--- src/rtl/cvxif_issue_queue_pkg.sv ---
// Shared types for the CV-X-IF issue queue: interface structs, table entry,
// FIFO entry, and an elaboration-time parameter legality check.
package cvxif_issue_queue_pkg;

    localparam int unsigned XLen         = 32;
    localparam int unsigned MaxRgprPorts = 3;
    localparam int unsigned HartIdW      = 2;
    localparam int unsigned IdW          = 4;

    typedef enum logic [2:0] {
        ILLEGAL = 3'd0,
        ADD     = 3'd1,
        MUL     = 3'd2,
        MULX    = 3'd3
    } opcode_t;

    typedef logic [HartIdW-1:0] hartid_t;
    typedef logic [IdW-1:0]     id_t;
    typedef logic [MaxRgprPorts-1:0][XLen-1:0] registers_t;

    typedef struct packed {
        logic                    accept;
        logic                    writeback;
        logic [MaxRgprPorts-1:0] register_read;
    } x_issue_resp_t;

    typedef struct packed {
        logic [31:0]   instr;
        logic [31:0]   mask;
        x_issue_resp_t resp;
        opcode_t       opcode;
    } copro_issue_resp_t;

    typedef struct packed {
        logic [31:0] instr;
        hartid_t     hartid;
        id_t         id;
    } x_issue_req_t;

    typedef struct packed {
        registers_t              rs;
        logic [MaxRgprPorts-1:0] rs_valid;
        id_t                     id;
    } x_register_t;

    typedef struct packed {
        opcode_t    opcode;
        hartid_t    hartid;
        id_t        id;
        logic [4:0] rd;
        logic [5:0] imm;
        registers_t registers;
    } fifo_entry_t;

    // Two or three register ports; FIFO depth a power of two, at least 2.
    function automatic bit params_legal(input int unsigned nr, input int unsigned depth);
        return ((nr == 2) || (nr == 3)) && (depth >= 2) && ((depth & (depth - 1)) == 0);
    endfunction

endpackage

--- src/rtl/cvxif_issue_queue_decode_match.sv ---
// Matches an instruction against the static table; lowest matching index wins.
module cvxif_decode_match
    import cvxif_issue_queue_pkg::*;
#(
    parameter int unsigned NbInstr = 1,
    parameter copro_issue_resp_t [NbInstr-1:0] CoproInstr = '0,
    parameter int unsigned IdxW = 1
) (
    input  logic [31:0]     i_instr,
    output logic            o_hit,
    output logic [IdxW-1:0] o_idx,
    output logic            o_multi
);

    // Priority encoder over the per-entry match bits, flagging extra matches
    always_comb begin
        o_hit   = 1'b0;
        o_idx   = '0;
        o_multi = 1'b0;
        for (int i = 0; i < NbInstr; i++) begin
            if ((CoproInstr[i].mask & i_instr) == CoproInstr[i].instr) begin
                if (o_hit) begin
                    o_multi = 1'b1;
                end else begin
                    o_hit = 1'b1;
                    o_idx = i[IdxW-1:0];
                end
            end
        end
    end

endmodule

--- src/rtl/cvxif_issue_queue.sv ---
// CV-X-IF issue stage: decodes offloaded instructions, waits for operands and
// queues accepted instructions in a Depth-entry FIFO toward execution.
// Handshakes: a transfer happens on a rising clk_i edge where valid and ready
// are both high; valid never depends on ready of the same port.
module cvxif_issue_queue
    import cvxif_issue_queue_pkg::*;
#(
    parameter int unsigned NbInstr = 1,
    parameter copro_issue_resp_t [NbInstr-1:0] CoproInstr = '0,
    parameter int unsigned NrRgprPorts = 2,
    parameter int unsigned Depth = 4,
    localparam int unsigned CntW = $clog2(Depth + 1)
) (
    input  logic          clk_i,
    input  logic          rst_i,
    input  logic          issue_valid_i,
    input  x_issue_req_t  issue_req_i,
    output logic          issue_ready_o,
    output x_issue_resp_t issue_resp_o,
    input  logic          register_valid_i,
    input  x_register_t   register_i,
    input  logic          flush_i,
    output logic          out_valid_o,
    input  logic          out_ready_i,
    output registers_t    out_registers_o,
    output opcode_t       out_opcode_o,
    output hartid_t       out_hartid_o,
    output id_t           out_id_o,
    output logic [4:0]    out_rd_o,
    output logic [5:0]    out_imm_o,
    output logic [CntW-1:0] count_o,
    output logic          multi_match_o
);

    localparam int unsigned PtrW = $clog2(Depth);
    localparam int unsigned IdxW = (NbInstr > 1) ? $clog2(NbInstr) : 1;
    localparam logic [MaxRgprPorts-1:0] RdMask = MaxRgprPorts'((1 << NrRgprPorts) - 1);

    if (!params_legal(NrRgprPorts, Depth)) begin : g_bad_params
        $error("cvxif_issue_queue: NrRgprPorts must be 2 or 3, Depth a power of two >= 2");
    end

    logic              w_hit;
    logic              w_multi;
    logic [IdxW-1:0]   w_idx;
    copro_issue_resp_t w_entry;
    logic              w_opsok;
    logic              w_pop;
    logic              w_push;
    logic              w_space;
    fifo_entry_t       w_new;
    fifo_entry_t       w_head;
    logic              w_unused;

    fifo_entry_t       r_mem [Depth];
    logic [PtrW-1:0]   r_wptr;
    logic [PtrW-1:0]   r_rptr;
    logic [CntW-1:0]   r_count;
    logic              r_multi;

    cvxif_decode_match #(
        .NbInstr    (NbInstr),
        .CoproInstr (CoproInstr),
        .IdxW       (IdxW)
    ) u_match (
        .i_instr (issue_req_i.instr),
        .o_hit   (w_hit),
        .o_idx   (w_idx),
        .o_multi (w_multi)
    );

    assign w_entry = CoproInstr[w_idx];

    // Issue response from the winning entry, all zero when idle or unmatched
    always_comb begin
        issue_resp_o = '0;
        if (issue_valid_i && w_hit) begin
            issue_resp_o.accept        = w_entry.resp.accept;
            issue_resp_o.writeback     = w_entry.resp.writeback;
            issue_resp_o.register_read = w_entry.resp.register_read & RdMask;
        end
    end

    // Every requested source port must carry a valid operand for this id
    always_comb begin
        w_opsok = 1'b1;
        for (int j = 0; j < NrRgprPorts; j++) begin
            if (issue_resp_o.register_read[j] &&
                !(register_valid_i && register_i.rs_valid[j] &&
                  (register_i.id == issue_req_i.id))) begin
                w_opsok = 1'b0;
            end
        end
    end

    assign w_pop         = out_valid_o && out_ready_i;
    assign w_space       = (r_count < CntW'(Depth)) || w_pop;
    assign issue_ready_o = issue_resp_o.accept ? (w_opsok && w_space && !flush_i) : 1'b1;
    assign w_push        = issue_valid_i && issue_ready_o && issue_resp_o.accept;

    // Assemble the queued entry; unread register ports are stored as zero
    always_comb begin
        w_new        = '0;
        w_new.opcode = w_entry.opcode;
        w_new.hartid = issue_req_i.hartid;
        w_new.id     = issue_req_i.id;
        w_new.rd     = issue_req_i.instr[11:7];
        w_new.imm    = issue_req_i.instr[31:26];
        for (int j = 0; j < NrRgprPorts; j++) begin
            if (issue_resp_o.register_read[j]) begin
                w_new.registers[j] = register_i.rs[j];
            end
        end
    end

    // FIFO storage, pointers and occupancy; reset, then flush, take priority
    always_ff @(posedge clk_i) begin
        if (rst_i) begin
            for (int i = 0; i < Depth; i++) begin
                r_mem[i] <= '0;
            end
            r_wptr  <= '0;
            r_rptr  <= '0;
            r_count <= '0;
        end else if (flush_i) begin
            r_wptr  <= '0;
            r_rptr  <= '0;
            r_count <= '0;
        end else begin
            if (w_push) begin
                r_mem[r_wptr] <= w_new;
                r_wptr        <= r_wptr + PtrW'(1);
            end
            if (w_pop) begin
                r_rptr <= r_rptr + PtrW'(1);
            end
            case ({w_push, w_pop})
                2'b10:   r_count <= r_count + CntW'(1);
                2'b01:   r_count <= r_count - CntW'(1);
                default: r_count <= r_count;
            endcase
        end
    end

    // Sticky flag for requests that hit more than one table entry
    always_ff @(posedge clk_i) begin
        if (rst_i) begin
            r_multi <= 1'b0;
        end else if (issue_valid_i && w_multi) begin
            r_multi <= 1'b1;
        end
    end

    assign w_head          = r_mem[r_rptr];
    assign out_valid_o     = (r_count != '0);
    assign out_registers_o = w_head.registers;
    assign out_opcode_o    = w_head.opcode;
    assign out_hartid_o    = w_head.hartid;
    assign out_id_o        = w_head.id;
    assign out_rd_o        = w_head.rd;
    assign out_imm_o       = w_head.imm;
    assign count_o         = r_count;
    assign multi_match_o   = r_multi;

    assign w_unused = ^{register_i.rs, register_i.rs_valid, w_entry.instr, w_entry.mask};

endmodule

--- config.mk ---
export PLATFORM = sky130hd
export DESIGN_NAME = cvxif_issue_queue
export DESIGN_NICKNAME = d
export VERILOG_FILES = /design/src/rtl/cvxif_issue_queue_pkg.sv /design/src/rtl/cvxif_issue_queue_decode_match.sv /design/src/rtl/cvxif_issue_queue.sv
export SDC_FILE = /design/constraint.sdc
export NUM_CORES = 1
export LEC_CHECK = 0
export ABC_AREA = 1
export CAP_MARGIN = 20
export CORE_AREA = 2 2 105 107
export DETAILED_ROUTE_END_ITERATION = 8
export DIE_AREA = 0 0 107 109
export SETUP_SLACK_MARGIN = 0.15
export SKIP_CTS_REPAIR_TIMING = 1
export SLEW_MARGIN = 15
export SYNTH_ARGS = -nofsm -noshare
export SYNTH_HDL_FRONTEND = slang
export SYNTH_SLANG_ARGS = --single-unit
--- constraint.sdc ---
create_clock -name clk_i -period 1.25 [get_ports clk_i]
set_clock_uncertainty 0.2 [all_clocks]
set_input_delay 0.25 -clock clk_i [delete_from_list [all_inputs] [get_ports clk_i]]
set_output_delay 0.25 -clock clk_i [all_outputs]
set_load 0.02 [all_outputs]
==> flow_metrics.tcl <==
set metrics [dict create \
    status "complete, but fails checks" \
    violations "setup timing" \
    power_density_nw_per_um2 697 \
    syn2layout_area_growth_pct -4.78 \
    end_kind "primary output" \
    grt_max_degree 6 \
    grt_pass1_wl_um 952 \
    p_comb_frac 0.475 \
    via_per_inst 1.77 \
    holdWs_ns 0.286 \
    critPathBufInv 2 \
    seq_area_frac_synth 0.0546 \
    numCtsBuffers 3 \
    first_pass_iters 3 \
    final_max_slew_viol_count 0 \
    num_vias 537 \
    drive_gt1_frac 0.171 \
    worstPathMaxFanout 2 \
    wirelength_um 1120 \
    diodes 0 \
    drv_cap 0 \
    crit_arrival_ns 0.93 \
    start_util 0.104 \
    synth_top_cell_by_area "buf_4" \
    cts_sinks 3 \
    largest_reg_flops 3 \
    drt_iter0_drc 3 \
    ant_nets 0 \
    ys_warn_count 0 \
    cp_slowest_cell "dfxtp_4" \
    overflow 0 \
    rsz0062_at_grt "true" \
    drcViolationCount 0 \
    cts_htree_levels 1 \
    syn_inst 148 \
    die_h_um 109 \
    required_ns 0.80 \
    wl_per_cell_um 3.68 \
    ir_worst_vdd_mv 0.188 \
    dieArea_um2 11700 \
    pwr-share-clk 0.399 \
    post-dp-hpwl_um 1000 \
    clock.fmax_mhz 722 \
    final_area_um2 1050 \
    clk_latency_ns 0.22 \
    synth_top_area_frac 0.840 \
    seq_power_share 0.126 \
    placementRows 38 \
    io_pins 274 \
    max_stage_delay_ns 0.34 \
    crit_family "flip-flops" \
    core-area_um2 10600 \
    cts_tree "done" \
    track_usage 0.0118 \
    synth_seq_cells 3 \
    syn_area_um2 1100 \
    power_leakage_nw 0.580 \
    place_congestion 0.611 \
    p_int_mw 0.321 \
    ys_types 12 \
    power_switching_mw 0.409 \
    clkSlewWorstSetupHoldPaths_ns 0.03 \
    clk_path_buf_depth 2 \
    setup_viol 2 \
    cp-start-kind "flip-flop" \
    dpl_cell_area_um2 967 \
    syn_area_per_cell_um2 7.43 \
    die_width_um 107 \
    fin_ws_ns -0.135 \
    hold_path_class "in2reg" \
    clockRootBuffer "clkbuf_8" \
    fin_crit_sh 1.11 \
    switching_share 0.561 \
    finalCriticalPeriod_ns 1.38 \
    grt_pass1_vias 232 \
    hold_viol_final 0 \
    antenna_found_initial 1 \
    synthTopCellsByArea "buf_4 (84%), dfxtp_1 (5.5%), ha_1 (2.3%), nand3_1 (1.4%), nand2_1 (1.4%)" \
    worstSetupPathType "reg2out" \
    portBuffers 7 \
    worstPathCellList "inv_4 -> ha_4 -> nand2_8 -> buf_6" \
    final_nets 314 \
]
-- through the flow --
stage               setup TNS, ns  power [mW]  cells    util  worst slack [ns]
floorplan                       0       0.713    269       -             0.119
global placement            -1.35       0.430    299  0.0912            -0.367
detailed placement          -1.32       0.430    299  0.0912            -0.377
CTS                         -1.92       0.723    303  0.0955            -0.609
global route               -0.266       0.771    304  0.0988            -0.163
finish                     -0.164       0.730    304  0.0988            -0.135
-- placed cells by master, fill, tap and decap left out --
master / count
dlymetal6s2s_1: 1
ha_4: 2
dfxtp_1: 1
dfxtp_4: 2
nor2_2: 1
conb_1: 123
nand2_2: 1
inv_2: 1
nand2_8: 1
clkbuf_8: 3
clkdlybuf4s50_1: 2
nor2_1: 4
a21oi_2: 2
nand3_2: 2
nand2_1: 3
inv_4: 2
buf_6: 4
buf_4: 7
clkbuf_1: 1
nand3_1: 1
-- cell families (layout without fill, tap and decap cells) --
kind of cell	count (synthesis)	count (layout)	share of synthesized area
buffers and inverters	126	21	0.850
DFF	3	3	0.0546
other	2	123	0.00683
adders and majority gates	2	2	0.0227
and+or+nand+nor	13	13	0.0569
AOI/OAI and AO/OA	2	2	0.00910
-- worst paths after layout --
kind | cells past startpoint | start | slack [ns] | endpoint
setup / recovery | 4 | count_o[0]$_SDFFE_PP0P_ | -0.13 | out_valid_o
hold / removal | 4 | out_ready_i | 0.29 | count_o[2]$_SDFFE_PP0P_
setup reg to reg | 6 | count_o[0]$_SDFFE_PP0P_ | 0 | count_o[1]$_SDFFE_PP0P_
hold reg to reg | 3 | count_o[0]$_SDFFE_PP0P_ | 0.43 | count_o[0]$_SDFFE_PP0P_
-- area by class of cell --
cell class	count	area, um^2
Clock buffer	4	45.0
Fill cell	1243	9560
Inverter	3	16.3
Tap cell	140	175
Sequential cell	3	67.6
Multi-Input combinational cell	140	613
Timing Repair Buffer	14	130
-- per-layer routing --
metal	routed length, um	track usage	part of all wire	up-vias
met2	554	0.0177	0.50	77
met3	309	0.0108	0.28	5
li1	-	-	-	231
met4	28	0.0139	0.025	2
met5	10	0	0.0089	-
met1	216	0.00787	0.19	222
-- power by group through the flow --
stage	logic [mW]	registers (mW)	clock network, mW
floorplan	0.620	0.0934	0
global placement	0.337	0.0934	0
CTS	0.337	0.0921	0.294
finish	0.346	0.0921	0.291
global route	0.371	0.0919	0.308
detailed placement	0.337	0.0934	0
-- worst register-to-register path, stage by stage (launching register included) --
cell     delay (ns)
dfxtp_4        0.34
inv_4          0.06
ha_4           0.15
nand2_8        0.05
buf_4          0.15
a21oi_2        0.13
nor2_1         0.06
-- synthesized netlist by cell type (all sizes together) --
cell type  count
a21oi          2
buf          123
conb           2
dfxtp          3
ha             2
inv            3
nand2          5
nand3          3
nor2           5
(Power assumes the default switching activity.)
